<file path="config.mk">
export PLATFORM = sky130hd
export DESIGN_NAME = stopwatch_bcd_counter
export DESIGN_NICKNAME = d
export VERILOG_FILES = /design/src/rtl/stopwatch_bcd_counter_pkg.sv /design/src/rtl/stopwatch_bcd_counter_bcd_digit.sv /design/src/rtl/stopwatch_bcd_counter.sv
export SDC_FILE = /design/constraint.sdc
export NUM_CORES = 1
export LEC_CHECK = 0
export CORE_MARGIN = 2
export CORE_UTILIZATION = 43
export CTS_CLUSTER_DIAMETER = 100
export DETAILED_ROUTE_END_ITERATION = 8
export PLACE_DENSITY = 0.72
export SLEW_MARGIN = 20
export SYNTH_ARGS = -nofsm -noshare
export SYNTH_HDL_FRONTEND = slang
export SYNTH_HIERARCHICAL = 1
export SYNTH_SLANG_ARGS = --single-unit
</file>
<file path="constraint.sdc">
create_clock -name CLOCK_50 -period 3.6 [get_ports CLOCK_50]
set_clock_uncertainty 0.05 [all_clocks]
set_input_delay 0.72 -clock CLOCK_50 [delete_from_list [all_inputs] [get_ports CLOCK_50]]
set_output_delay 0.72 -clock CLOCK_50 [all_outputs]
set_load 0.1 [all_outputs]
</file>
<file path="src/rtl/stopwatch_bcd_counter_pkg.sv">
// Shared constants for the BCD stopwatch: digit width, digit limits and
// the default 10 ms prescaler division for a 50 MHz board clock.
package stopwatch_pkg;

  localparam int              BCD_W            = 4;
  localparam int              NUM_DIGITS       = 4;
  localparam logic [BCD_W-1:0] DIG_MAX_UNITS   = 4'd9;
  localparam logic [BCD_W-1:0] DIG_MAX_TENS    = 4'd5;
  localparam int              TICK_DIV_DEFAULT = 500000;

endpackage

</file>
<file path="src/rtl/stopwatch_bcd_counter_bcd_digit.sv">
// One BCD digit of the stopwatch carry chain. Counts 0..MAX on inc and
// wraps to 0, raising carry combinationally in the same cycle so every
// digit of the chain updates on the same clock edge.
module bcd_digit
  import stopwatch_pkg::*;
#(
  parameter logic [BCD_W-1:0] MAX = DIG_MAX_UNITS
) (
  input  logic             clk,
  input  logic             rst,
  input  logic             clr,
  input  logic             inc,
  output logic [BCD_W-1:0] q,
  output logic             carry
);

  logic [BCD_W-1:0] q_reg;
  logic             at_max;

  assign at_max = (q_reg == MAX);
  assign carry  = inc & at_max;
  assign q      = q_reg;

  // Digit register: reset and clear dominate, otherwise roll MAX -> 0 on inc.
  always_ff @(posedge clk) begin
    if (rst || clr) begin
      q_reg <= '0;
    end else if (inc) begin
      q_reg <= at_max ? '0 : q_reg + 1'b1;
    end
  end

endmodule

</file>
<file path="src/rtl/stopwatch_bcd_counter.sv">
// Four-digit BCD stopwatch core (SS.hh). Synchronises the two push-buttons,
// turns their falling edges into one-cycle presses, runs the 10 ms
// prescaler while counting and drives a chain of four bcd_digit counters.
module stopwatch_bcd_counter
  import stopwatch_pkg::*;
#(
  parameter int TICK_DIV    = TICK_DIV_DEFAULT,
  parameter int SYNC_STAGES = 2
) (
  input  logic             CLOCK_50,
  input  logic             reset,
  input  logic [1:0]       KEY,
  output logic [BCD_W-1:0] DIG0,
  output logic [BCD_W-1:0] DIG1,
  output logic [BCD_W-1:0] DIG2,
  output logic [BCD_W-1:0] DIG3,
  output logic             running,
  output logic             wrap
);

  localparam int             PW         = (TICK_DIV > 2) ? $clog2(TICK_DIV) : 1;
  localparam logic [PW-1:0] PRESC_LAST = PW'(TICK_DIV - 1);

  logic [1:0]       sync_reg [SYNC_STAGES];
  logic [1:0]       synced;
  logic [1:0]       hist_reg;
  logic [1:0]       press_reg;
  logic             clear;
  logic             toggle;
  logic             running_reg;
  logic [PW-1:0]    presc_reg;
  logic             tick;
  logic             wrap_reg;
  logic [NUM_DIGITS:0] chain;
  logic [BCD_W-1:0] dig [NUM_DIGITS];

  // Button synchronisers: reset loads the released level (1) so leaving
  // reset never looks like a falling edge.
  generate
    for (genvar gi = 0; gi < SYNC_STAGES; gi++) begin : g_sync
      always_ff @(posedge CLOCK_50) begin
        if (reset) begin
          sync_reg[gi] <= 2'b11;
        end else if (gi == 0) begin
          sync_reg[gi] <= KEY;
        end else begin
          sync_reg[gi] <= sync_reg[(gi == 0) ? 0 : gi - 1];
        end
      end
    end
  endgenerate

  assign synced = sync_reg[SYNC_STAGES-1];

  // Edge detect: history flop plus a registered one-cycle press per falling edge.
  always_ff @(posedge CLOCK_50) begin
    if (reset) begin
      hist_reg  <= 2'b11;
      press_reg <= 2'b00;
    end else begin
      hist_reg  <= synced;
      press_reg <= hist_reg & ~synced;
    end
  end

  // Clear beats start/stop when both buttons fire together.
  assign clear  = press_reg[1];
  assign toggle = press_reg[0] & ~press_reg[1];

  // Run flag: clear forces stop, start/stop press toggles.
  always_ff @(posedge CLOCK_50) begin
    if (reset || clear) begin
      running_reg <= 1'b0;
    end else if (toggle) begin
      running_reg <= ~running_reg;
    end
  end

  assign tick = running_reg & (presc_reg == PRESC_LAST);

  // Prescaler: advances only while running and holds when stopped, so a
  // resume finishes the partially elapsed tick.
  always_ff @(posedge CLOCK_50) begin
    if (reset || clear) begin
      presc_reg <= '0;
    end else if (running_reg) begin
      presc_reg <= tick ? '0 : presc_reg + 1'b1;
    end
  end

  // Carry chain: each digit increments on the carry of the one below.
  assign chain[0] = tick;
  generate
    for (genvar gi = 0; gi < NUM_DIGITS; gi++) begin : g_digit
      bcd_digit #(
        .MAX ((gi == NUM_DIGITS - 1) ? DIG_MAX_TENS : DIG_MAX_UNITS)
      ) u_digit (
        .clk   (CLOCK_50),
        .rst   (reset),
        .clr   (clear),
        .inc   (chain[gi]),
        .q     (dig[gi]),
        .carry (chain[gi+1])
      );
    end
  endgenerate

  // Wrap pulse: carry out of the tens-of-seconds digit, suppressed by clear.
  always_ff @(posedge CLOCK_50) begin
    if (reset) begin
      wrap_reg <= 1'b0;
    end else begin
      wrap_reg <= chain[NUM_DIGITS] & ~clear;
    end
  end

  assign DIG0    = dig[0];
  assign DIG1    = dig[1];
  assign DIG2    = dig[2];
  assign DIG3    = dig[3];
  assign running = running_reg;
  assign wrap    = wrap_reg;

endmodule

</file>
==> results.cfg <==
[outcome]
outcome = finished, final reports clean

[finish]
layout.cell_area.non_filler_um2 = 2390
mostFrequentLayoutCells = dfxtp_1, nor2_1, clkdlybuf4s50_1, xnor2_1, nor3_1
drive_gt1_share_pct = 17.6
layout_commonest_cell = dfxtp_1
finalNetCount = 249
antenna-diode-count = 0
synthToLayoutAreaGrowth_pct = 20.1
max_reg_flops = 19

[synth]
synth.cell_area_um2 = 1990
synthesis.yosys.warnings = 6
synth.distinct_cells = 35
proportion_of_netlist_area_held_by_the_largest_area_contributor_pct = 45.3
synthesis.instances = 216
number_of_flops_mapped_to_enable_cells_by_yosys = 0
synth_seq_cells = 45
syn_area_per_cell_um2 = 9.22
synth_area_leaders = dfxtp_1, xnor2_1, nor2_1, xor2_1, nor3_1
mappedNetlistNets = 221
synthDominantAreaCellType = dfxtp_1
synth.yosys.seq_area_share_pct = 45.3
synth_async_sr_flop_share_pct = 0
postSynth.topFlopCell = dfxtp_1

[timing]
rsz0062_at_grt = no
worst-slew-pin-transition_ps = 971
slew_viol_final = 0
fin_setup_tns_ps = 0
finalHoldViolations = 0
relative_max_transition_margin_pct = 35.1
min_period_ps = 3230
finalSetupViolCount = 0
fmax_ghz = 0.310
min_period_over_period_pct = 89.6

[detailed_routing]
dr_wl_met2_um = 1770
route.vias.total = 1646
average_detailed_routed_wire_length_per_instance_um = 13.0
detail-route-antenna-nets = 0
vias_per_cell = 5.54
m1WireLength_um = 1840
finalWirelength_um = 3860
dr.pass1.iters = 5
drt_iter0_markers = 75
detail_route.drc_violations = 0
met3WireLength_um = 187
dr.max_layer_used = met4

[grt]
first_pass_grt_wire_length_um = 6600
grt_util_all_layers_pct = 16.1
grt_pass1_vias = 1513
antenna_found_initial = 0
maximum_number_of_pins_on_one_net_before_global_route_repair = 24
overflow = 0

[placed_design]
gp_routability_congestion = 0.866
dp.final_hpwl_um = 2630
portBuffers = 21
detailed_place.area_um2 = 2290

[clock_tree]
clock_insertion_delay_worst_skew_ps = 310
clock_tree.root_cell = clkbuf_8
post_cts_hold_buffer_count = 0
cts.htree.levels = 2
cts_made_buffers = 5
clock_sink_count = 45
clock_tree_from_tritoncts = done
clk_transition_reported_paths_ps = 100
clock_path_buffers = 2

[die]
floorplan.die.width_um = 72.0
core_region_area_um2 = 4410
initial_core_util_pct = 45.1
dieArea_um2 = 5190
placementRows = 24
io_pins = 22
die_h_um = 72.0

[setup_path]
slowest_stage = dfxtp_1
crit_fanout = 7
worst_ep_arrival_time_ps = 3420
critPathKind = reg2reg
critical_path.top_delay_family = simple AND/OR/NAND/NOR gates
crit_path_cell_trace = nor4b_1, nand3_1, nor2_2, nand2_2, nor3b_1, nand2_2, nor3b_2, nand2_2, nor3b_2, nand2_2, a211o_1, a211oi_2
bufs_and_invs_on_worst_path = 0
r2r_slack_ps = 370
cpPeakStageDelay_ps = 390
cp.required_ps = 3790
endpoint_kind = flop
worst_setup_path_start_kind = flop
critical_path.most_common_cell = nand2_2

[pwr]
power_density_nw_per_um2 = 362
clock_network_power_share_pct = 39.0
pwr-share-seq_pct = 58.2
part_of_the_total_power_dissipated_in_combinational_logic_pct = 2.8
p_sw_uw = 212
internal_power_uw = 654
fin_total_pwr_uw = 865
p_leak_nw = 0.776
switching_share_pct = 24.5
ir_drop_mv = 0.224

[min_path]
hold_path.class = reg2reg

[run]
max_cap_viol_count = 0
-- power groups by stage --
stage	clock network [mW]	registers, mW	logic (mW)
after CTS	0.349	0.504	0.0242
after global routing	0.368	0.504	0.0264
after detailed placement	0	0.515	0.0242
after floorplan	0	0.518	0.00915
after global placement	0	0.515	0.0238
final	0.337	0.504	0.0241
-- routing by layer --
| layer | up-vias | track usage [%] |
|---|---|---|
| li1 | 830 | - |
| met1 | 777 | 20.2 |
| met5 | - | 0 |
| met2 | 31 | 26.0 |
| met4 | 0 | 5.87 |
| met3 | 8 | 5.28 |
-- path summary, 6_finish.rpt --
kind	end	depth (start not counted)	start
max	g_digit[3].u_digit/q[1]	12	presc_reg[9]
min	press_reg[0]	2	hist_reg[0]
max reg2reg	g_digit[3].u_digit/q[1]	12	presc_reg[9]
min reg2reg	press_reg[0]	2	hist_reg[0]
-- cell families after synthesis --
kind of cell / after synthesis / synth area share, %
xor+xnor: 23 / 10.1
flops: 45 / 45.3
compound gates: 25 / 8.67
simple gates: 110 / 32.8
fa+ha+maj: 1 / 0.628
buf+inv: 12 / 2.51
-- through the flow --
step	setup slack [ps]	utilization (%)	cells	hold slack [ps]
6_report	375	54.1	297	362
5_1_grt	96.3	54.1	297	385
4_1_cts	132	54.0	297	367
3_5_place_dp	142	51.8	289	351
3_3_place_gp	311	51.7	289	341
2_1_floorplan	40.5	-	216	339
-- cell usage after synthesis (all sizes together), types with 2 or more instances --
library cell / count
a211oi: 8
a21oi: 3
and4b: 3
buf: 4
dfxtp: 45
inv: 7
nand2: 14
nand3: 10
nand3b: 3
nand4: 9
nand4b: 2
nor2: 20
nor2b: 7
nor3: 12
nor3b: 3
nor4: 8
nor4b: 4
o21ai: 12
or2: 6
or3: 5
xnor2: 16
xor2: 7
-- worst reg2reg max path, cell delays in order (launching register included) --
cell and delay (ps):
dfxtp_1 390, nor4b_1 350, nand3_1 190, nor2_2 240, nand2_2 110, nor3b_1 310, nand2_2 120, nor3b_2 320
nand2_2 120, nor3b_2 350, nand2_2 120, a211o_1 290, a211oi_2 200
-- final cells by class --
class                   count  area [um2]
repair buffers             26         243
flip-flops and latches     45         905
clock inverters             3        26.3
clock buffers               5        68.8
fillers                   398        2020
multi-input cells         159        1060
well taps                  52        65.1
inverters                   7        26.3
-- timing repair --
action,4_1_cts,5_1_grt
buffers inserted,0,0
endpoints found under the setup margin,0,3
gates resized for setup,0,2
No activity file was read; power rests on OpenSTA's default activity.
